$ cat config.mk
export PLATFORM = sky130hd
export DESIGN_NAME = bp_update_ctrl
export DESIGN_NICKNAME = d
export VERILOG_FILES = /design/src/rtl/bp_update_ctrl.sv
export SDC_FILE = /design/constraint.sdc
export NUM_CORES = 1
export LEC_CHECK = 0
export CORE_ASPECT_RATIO = 1.5
export CORE_MARGIN = 1.5
export CORE_UTILIZATION = 48
export CTS_CLUSTER_SIZE = 10
export DETAILED_ROUTE_END_ITERATION = 8
export DONT_BUFFER_PORTS = 1
export GPL_TIMING_DRIVEN = 0
export PLACE_DENSITY = 0.68
export SETUP_SLACK_MARGIN = 0.02
export SLEW_MARGIN = 20
export SYNTH_ARGS = -nofsm -noshare
export SYNTH_HDL_FRONTEND = slang
export SYNTH_SLANG_ARGS = --single-unit
$ cat constraint.sdc
create_clock -name clk -period 2.07 [get_ports clk]
set_input_delay 0.5175 -clock clk [delete_from_list [all_inputs] [get_ports clk]]
set_output_delay 0.5175 -clock clk [all_outputs]
set_load 0.02 [all_outputs]
$ cat src/rtl/bp_update_ctrl.sv
// rtl/bp_update_ctrl.sv - BHT/BTB write-port and PC redirect controller
// Shares one table write port between the init sweep and branch resolution updates.
module bp_update_ctrl #(
  parameter int IDX_W  = 4,
  parameter int ADDR_W = 16,
  parameter int CNT_W  = 16
) (
  input  logic              clk,
  input  logic              rst_n,
  input  logic              init_req,
  input  logic              stall_in,
  input  logic              dec_valid,
  input  logic              dec_is_branch,
  input  logic              dec_taken,
  input  logic [ADDR_W-1:0] dec_target,
  input  logic [ADDR_W-1:0] dec_pc_plus2,
  input  logic [IDX_W-1:0]  dec_pc_idx,
  input  logic [1:0]        dec_pred,
  input  logic [ADDR_W-1:0] dec_pred_target,
  output logic              wen_BHT,
  output logic              wen_BTB,
  output logic [IDX_W-1:0]  widx,
  output logic [1:0]        bht_wdata,
  output logic [ADDR_W-1:0] btb_wdata,
  output logic              update_PC,
  output logic [ADDR_W-1:0] redirect_target,
  output logic              flush_IF_ID,
  output logic              fetch_stall,
  output logic              init_busy,
  output logic [CNT_W-1:0]  cnt_branch,
  output logic [CNT_W-1:0]  cnt_redirect
);

  typedef enum logic [1:0] {S_INIT, S_RUN, S_SQUASH} state_t;

  localparam logic [CNT_W-1:0] CNT_ONE = {{(CNT_W-1){1'b0}}, 1'b1};
  localparam logic [IDX_W-1:0] IDX_ONE = {{(IDX_W-1){1'b0}}, 1'b1};

  state_t            state;
  logic [IDX_W-1:0]  sweep_idx;
  logic              resolve;
  logic              mis;
  logic              tmiss;
  logic              redirect;
  logic [1:0]        newc;

  assign resolve  = dec_valid & dec_is_branch & ~stall_in;
  assign mis      = dec_pred[1] != dec_taken;
  assign tmiss    = dec_pred_target != dec_target;
  assign redirect = (dec_taken & (mis | tmiss)) | (~dec_taken & dec_pred[1]);

  // 2-bit saturating counter step toward the actual outcome
  always_comb begin
    newc = dec_pred;
    if (dec_taken && dec_pred != 2'b11)
      newc = dec_pred + 2'b01;
    else if (!dec_taken && dec_pred != 2'b00)
      newc = dec_pred - 2'b01;
  end

  always_ff @(posedge clk or negedge rst_n) begin
    if (!rst_n) begin
      state           <= S_INIT;
      sweep_idx       <= '0;
      wen_BHT         <= 1'b0;
      wen_BTB         <= 1'b0;
      widx            <= '0;
      bht_wdata       <= 2'b00;
      btb_wdata       <= '0;
      update_PC       <= 1'b0;
      redirect_target <= '0;
      flush_IF_ID     <= 1'b0;
      fetch_stall     <= 1'b1;
      init_busy       <= 1'b1;
      cnt_branch      <= '0;
      cnt_redirect    <= '0;
    end else begin
      wen_BHT     <= 1'b0;
      wen_BTB     <= 1'b0;
      update_PC   <= 1'b0;
      flush_IF_ID <= 1'b0;
      case (state)
        S_INIT: begin
          wen_BHT     <= 1'b1;
          wen_BTB     <= 1'b1;
          widx        <= sweep_idx;
          bht_wdata   <= 2'b00;
          btb_wdata   <= '0;
          fetch_stall <= 1'b1;
          init_busy   <= 1'b1;
          sweep_idx   <= sweep_idx + IDX_ONE;
          if (sweep_idx == {IDX_W{1'b1}})
            state <= S_RUN;
        end
        default: begin
          fetch_stall <= 1'b0;
          init_busy   <= 1'b0;
          if (init_req) begin
            // re-init outranks any branch resolving this cycle
            state        <= S_INIT;
            sweep_idx    <= '0;
            cnt_branch   <= '0;
            cnt_redirect <= '0;
            fetch_stall  <= 1'b1;
            init_busy    <= 1'b1;
          end else if (state == S_SQUASH) begin
            state <= S_RUN;
          end else if (resolve) begin
            wen_BHT   <= newc != dec_pred;
            bht_wdata <= newc;
            wen_BTB   <= dec_taken & tmiss;
            btb_wdata <= dec_target;
            widx      <= dec_pc_idx;
            if (cnt_branch != {CNT_W{1'b1}})
              cnt_branch <= cnt_branch + CNT_ONE;
            if (redirect) begin
              update_PC       <= 1'b1;
              flush_IF_ID     <= 1'b1;
              redirect_target <= dec_taken ? dec_target : dec_pc_plus2;
              state           <= S_SQUASH;
              if (cnt_redirect != {CNT_W{1'b1}})
                cnt_redirect <= cnt_redirect + CNT_ONE;
            end
          end
        end
      endcase
    end
  end

endmodule

==> results.toml <==
[run_status]
status = "finished, violations left"
violations = "negative hold slack"

[timing]
finalCritPeriodShare_pct = 96.41
fin_setup_tns_ns = 0
worstMarginPinSlew_ns = 0.6887
timing.fmax_ghz = 0.5011
drv_slew = 0
layout_setup_ws_ns = 0.07433
hold_viol = 79
hold_slack_ns = -0.1260
finClkSkew_ns = 0.006286
rsz0062_at_grt = "false"
layout_min_cycle_time_ns = 1.996
max_slew_margin_pct = 54.08
setup_violations = 0

[detailed_routing]
drtAntennaViolNets = 0
routedWlPerCell_um = 19.39
num_vias = 3319
dr_wl_met2_um = 5654
topRoutingLayerUsed = "met4"
drt-met1-wl_um = 3879
routed_wl_um = 10860
vias_per_cell = 5.927
dr_wl_met3_um = 918
drt_iter0_drc = 189
drtPass1Iterations = 4
route.detailed.drc = 0

[clock_network]
cts_tree = "built"
clkTransAtPathRegs_ns = 0.06
cts_buffers = 9
root_buffer = "clkbuf_16"
htree_levels = 3
max-clock-path-buffers = 2
cts.sinks = 80
clock_latency_ns = 0.34

[placement]
hpwl_um = 7852
finalWeightedCongestion = 0.8245
io_buffers = 0
post-place-ws_ns = -0.1848

[floorplan]
die_h_um = 115.9
core-area_um2 = 8310
dieArea_um2 = 9071
die_x_um = 78.27
ios = 137
num_rows = 41
start_util_pct = 49.08

[global_routing]
grt_usage_pct = 25.41
grt_max_degree = 81
grt_pass1_wl_um = 17510
grt_pass1_vias = 3448
grt_antenna_before_repair = 0
grt.overflow.total = 0

[synthesis]
netlist_top_cells_area = "dfrtp_1 (48%), nand2_1 (8.0%), xor2_1 (6.0%)"
avgSynthCellArea_um2 = 9.420
ys_seq_area_share_pct = 49.11
syn_inst = 433
async_flop_share_pct = 100.0
synth_edf_count = 0
syn-cell-area_um2 = 4079
synth-main-ff-cell = "dfrtp_1"
synth_seq_cells = 80
yosys.area.top_type = "dfrtp_1"
synth_top_area_share_pct = 48.47
ys_warn_count = 0
synth_nets = 499
yosysUniqueCellTypes = 52

[worst_setup_path]
critPathKind = "reg2reg"
critPathRequiredTime_ns = 2.32
cp_slowest_cell = "dfrtp_2"
critical_path_peak_fanout = 6
cp-startpoint = "cnt_redirect[7]$_DFFE_PN0P_"
critical-path-max-stage-delay_ns = 0.49
r2r_start = "cnt_redirect[7]$_DFFE_PN0P_"
worstSetupEndpointType = "flip-flop"
worstPathCellList = "and3_4 -> and3_4 -> a31oi_4 -> buf_6 -> nand4_1 -> or3_1 -> a21oi_2"
critPathLaunchType = "flip-flop"
crit_arrival_ns = 2.25
critical_path.most_common_cell = "and3_4"

[pwr]
powerDensity_nw_per_um2 = 991.0
leakage_nw = 2.071
ir_drop_mv = 0.5204

[flow_run]
drv_cap = 0

[min_path]
holdCritPathClass = "in2async"

[layout]
drive_gt1_share_pct = 15.45
diodes = 0
regArea_um2 = 2018
multiInputGateArea_um2 = 2018
nFillCells = 760
area_growth_pct = 14.23
nNetsFinal = 515
layout by cell type (no fill, tap or decap), types with 3 or more instances in the layout:
master,Yosys,final
a21oi_1,16,13
nor4_2,5,4
and3_1,10,7
or2_2,3,3
inv_1,5,5
a21oi_2,0,3
nand2b_1,5,5
clkbuf_1,8,7
mux2i_1,17,17
or4_1,4,4
buf_4,5,9
nand4_1,11,11
a31oi_1,5,4
xor2_1,28,28
ha_1,5,4
nand3_1,13,13
dfrtp_1,79,67
clkbuf_2,1,3
o21ai_0,34,34
nor2_1,26,26
dfrtp_2,0,12
buf_2,5,5
or3_1,9,8
nand2_1,87,87
clkbuf_16,0,9
o21ai_1,13,13
and3_4,0,3
stage by stage:
step / total power [mW] / instance area, µm² / util, % / instances
2_1_floorplan: 2.694 / 4079 / - / 433
3_3_place_gp: 2.851 / 4213 / 50.69 / 540
3_5_place_dp: 2.890 / 4213 / 50.69 / 540
4_1_cts: 4.638 / 4586 / 55.18 / 557
5_1_grt: 4.830 / 4659 / 56.07 / 560
6_report: 4.618 / 4659 / 56.07 / 560
path summary, 6_finish.rpt:
path	to	slack, ns	cells after the start
worst min register to register	sweep_idx[3]$_DFFE_PN0P_	0.54	1
worst max-delay path	cnt_redirect[4]$_DFFE_PN0P_	0.07	7
worst min-delay path	cnt_branch[10]$_DFFE_PN0P_	-0.13	0
min in group clk	btb_wdata[1]$_DFFE_PN0P_	0.30	2
worst max register to register	cnt_redirect[4]$_DFFE_PN0P_	0.07	7
max in group asynchronous	init_busy$_DFF_PN1_	1.99	0
per-layer routing:
layer  track usage [%]  vias to the layer above
met2             45.80                      153
li1                  -                     1547
met1             26.29                     1592
met3             8.031                       27
met5                 0                        -
met4             13.21                        0
kinds of logic after synthesis:
group	synth area share, %
compound gates	12.24
simple gates	23.19
xor+xnor	6.442
flops	49.11
buf+inv	3.037
fa+ha+maj	1.534
mux	4.448
registers in the layout, summed over array words and instances (netlist names):
| signal | count |
|---|---|
| wen_BHT | 1 |
| init_busy | 1 |
| redirect_target | 16 |
| state | 2 |
| cnt_redirect | 16 |
| wen_BTB | 1 |
| widx | 4 |
| bht_wdata | 2 |
| btb_wdata | 16 |
| cnt_branch | 16 |
| sweep_idx | 4 |
| flush_IF_ID | 1 |
cell usage after synthesis, drive strengths merged (2+ instances only):
cell,instances
or3,9
mux2i,17
o211ai,3
nor2,26
a31oi,5
nand3,13
buf,12
nand2b,5
or2,3
nand4,12
a21oi,16
a22o,2
or4,4
o21ai,47
dfrtp,79
nor4,6
o31ai,2
a211oi,2
nor3,3
ha,5
nor3b,3
inv,5
and3,10
xnor2,2
nand2,87
clkbuf,9
a21o,2
xor2,28
and4,2
worst max-delay path: cells and delay by family (launching register included):
kind                   cells  cell delay [ns]
AOI/OAI and AO/OA          2             0.36
buffers and inverters      1             0.15
DFF                        1             0.49
and+or+nand+nor            4             0.92
report_power, final:
group / leakage [nW] / total (mW) / internal (mW) / switching, mW
Combinational: 0.851 / 0.624 / 0.267 / 0.357
Clock: 0.159 / 1.73 / 1.11 / 0.617
Sequential: 1.06 / 2.26 / 1.80 / 0.459
layout make-up:
class                      instances  share of cell area, %
sequential                        80                  43.31
multi-input combinational        327                  43.31
clock buffer                      12                  5.505
tap                              107                  2.873
buffer                            21                  2.390
clock inverter                     3                  1.396
timing repair buffer               5                 0.8056
inverter                           5                 0.4028
repair_timing:
item | CTS | global route
gates cloned | 1 | 0
endpoints found under the hold margin | 79 | 79
resized for setup | 12 | 23
setup endpoints to repair | 15 | 36
buffers inserted | 1 | 3
pin swaps | 0 | 3
No activity file was read; power rests on OpenSTA's default activity.
==> edit: new RTL, same settings <==
The parameter `CNT_W` goes from 16 to 20.
--- a/src/rtl/bp_update_ctrl.sv
+++ b/src/rtl/bp_update_ctrl.sv
@@ -3,7 +3,7 @@
 module bp_update_ctrl #(
   parameter int IDX_W  = 4,
   parameter int ADDR_W = 16,
-  parameter int CNT_W  = 16
+  parameter int CNT_W  = 20
 ) (
   input  logic              clk,
   input  logic              rst_n,
Interface: changed (resized cnt_branch and cnt_redirect); port bits go from 137 to 145. No check against the original RTL was run, so the function may have changed too.
==> edit against the unedited design <==
The flow still finishes with violations (negative hold slack). Setup slack got worse by 14 ps. Area after synthesis rose by 13%. Power rose by 13%. Design area rose by 14%. Sequential cell count rose by 8. Sequential power rose by 15%. Routed wire length rose by 16%. Worst hold slack got worse by 3.0 ps. Clock skew fell by 2.3 ps. Critical path type unchanged. Largest power group unchanged.
==> edit: results (changes against the unedited design) <==
.. list-table::
   :header-rows: 1

   * - Metric
     - Value
   * - Critical path peak fanout
     - 7 (was 6)
   * - GRT Util Overall
     - 25.0% (was 25.4%)
   * - LEAKAGE
     - 2.25 nW (was 2.07 nW)
   * - Net Sw Frac
     - 33.1% (was 31.0%)
   * - Sequential Power Share
     - 49.7% (was 49.0%)
   * - Fraction of layout instances using a drive strength above 1
     - 16.3% (was 15.5%)
   * - Top cells by count, synth
     - sky130_fd_sc_hd__nand2_1 (94), sky130_fd_sc_hd__dfrtp_1 (87), sky130_fd_sc_hd__o21ai_0 (50) (was sky130_fd_sc_hd__nand2_1 (87), sky130_fd_sc_hd__dfrtp_1 (79), sky130_fd_sc_hd__o21ai_0 (34))
   * - Met2 Resource Use GR
     - 44.0% (was 45.8%)
   * - Maximum number of pins on one net before global-route repair
     - 89 (was 81)
   * - P_clk
     - 0.00181 W (was 0.00173 W)
   * - Crit path DAT
     - 2270 ps (was 2250 ps)
   * - Vias in the first global route
     - 3815 (was 3448)
   * - Violations in the final reports
     - negative hold slack (unchanged)
   * - Worst voltage drop across the vdd grid
     - 0.000557 V (was 0.000520 V)
   * - Placed Instances
     - 614 (was 540)
   * - Met1 GRT Util
     - 27.0% (was 26.3%)
   * - Clock skew after layout
     - 3.96 ps (was 6.29 ps)
   * - Post-CTS setup buffer count
     - 0 (was 1)
   * - Nets@finish
     - 584 (was 515)
   * - Outcome
     - finished, violations left (unchanged)
   * - Post-Syn Area per Cell
     - 9.19 um2 (was 9.42 um2)
   * - Count of different cell masters after synthesis
     - 46 (was 52)
   * - Non-filler instance count after layout
     - 634 (was 560)
   * - Layout fillers
     - 840 (was 760)
   * - Fin Hold WS
     - -129 ps (was -126 ps)
   * - Worst-margin pin slew
     - 714 ps (was 689 ps)
   * - HPWL after detailed placement
     - 9.09 mm (was 7.85 mm)
   * - Detailed-route vias per instance
     - 6.01 (was 5.93)
   * - Top cells by area in the synthesized netlist
     - sky130_fd_sc_hd__dfrtp_1 (47%), sky130_fd_sc_hd__nand2_1 (7.6%), sky130_fd_sc_hd__mux2i_1 (6.1%) (was sky130_fd_sc_hd__dfrtp_1 (48%), sky130_fd_sc_hd__nand2_1 (8.0%), sky130_fd_sc_hd__xor2_1 (6.0%))
   * - Design internal power
     - 0.00348 W (was 0.00318 W)
   * - Number of hold violations in the final report
     - 87 (was 79)
   * - DR iter-0 viols
     - 184 (was 189)
   * - First-pass GRT wire length
     - 19.9 mm (was 17.5 mm)
   * - Count of instances resized after the clock tree is built
     - 27 (was 12)
   * - Final weighted congestion in routability-driven placement
     - 0.936 (was 0.825)
   * - Detail-routed net length per standard cell
     - 19.8 um (was 19.4 um)
   * - Sequential element share of the synthesized area
     - 47.7% (was 49.1%)
   * - First-pass DRT Iterations
     - 5 (was 4)
   * - Global routing met3 resource utilization
     - 8.08% (was 8.03%)
## edit: changes by cell type in the layout (fill, tap and decap cells not counted), moves of 6 or more
cell                       unedited run  this run
sky130_fd_sc_hd__nor2_1              26        33
sky130_fd_sc_hd__o21ai_1             13         0
sky130_fd_sc_hd__nand3_1             13        23
sky130_fd_sc_hd__clkbuf_1             7        14
sky130_fd_sc_hd__xor2_1              28        20
sky130_fd_sc_hd__nor3_1               2         9
sky130_fd_sc_hd__o21ai_0             34        49
sky130_fd_sc_hd__xnor2_1              2        15
sky130_fd_sc_hd__dfrtp_2             12        22
sky130_fd_sc_hd__nand2_1             87        93
sky130_fd_sc_hd__mux2i_1             17        28
## edit: critical path, cell delays in order (launching register included)
cell	delay, ps
sky130_fd_sc_hd__dfrtp_2	480
sky130_fd_sc_hd__ha_4	200
sky130_fd_sc_hd__nand2_1	120
sky130_fd_sc_hd__nor4_4	70
sky130_fd_sc_hd__a21oi_2	290
sky130_fd_sc_hd__nand3_1	190
sky130_fd_sc_hd__or3_1	390
sky130_fd_sc_hd__a21oi_1	170
## edit: routing by layer
layer / vias up / part of all wire (%)
met5: - / 0
met4: 0 / 3.9
met3: 36 / 8.2
met2: 189 / 51
met1: 1813 / 37
li1: 1775 / -
## edit: layout make-up
class / count / area (um2) / share of cell area, %
timing repair buffer: 2 / 15.0 / 0.284
inverter: 10 / 37.5 / 0.709
tap: 112 / 140 / 2.65
buffer: 28 / 141 / 2.67
clock buffer: 14 / 274 / 5.18
clock inverter: 2 / 60.1 / 1.14
sequential: 88 / 2230 / 42.2
multi-input combinational: 378 / 2390 / 45.2
## edit: cell families after synthesis
family | count (synthesis) | synth area share, %
flip-flops | 88 | 47.7
adder cells (fa/ha/maj) | 6 | 1.63
AND/OR/NAND/NOR | 213 | 21.5
AO/OA/AOI/OAI | 93 | 12.5
buffers and inverters | 38 | 3.69
multiplexers | 29 | 6.32
XOR/XNOR | 35 | 6.64
## edit: metrics by stage
step           util, %  instance area [um2]  TNS, ps  worst slack (ps)
2_1_floorplan        -                 4610        0              65.3
3_3_place_gp      51.1                 4750    -9010              -327
3_5_place_dp      51.1                 4750   -11170              -357
4_1_cts           55.9                 5210    -16.4             -16.4
5_1_grt           56.8                 5290     -115             -78.8
6_report          56.8                 5290        0              60.1
## edit: final timing paths
kind / startpoint / to / slack (ps) / cells after the start
min: rst_n / cnt_branch[14] / -130 / 0
min in group clk: dec_target[14] / btb_wdata[14] / 300 / 2
max: cnt_branch[0] / cnt_branch[17] / 60 / 7
max reg2reg: cnt_branch[0] / cnt_branch[17] / 60 / 7
min reg2reg: sweep_idx[2] / sweep_idx[2] / 540 / 1
max in group asynchronous: rst_n / init_busy / 1980 / 0
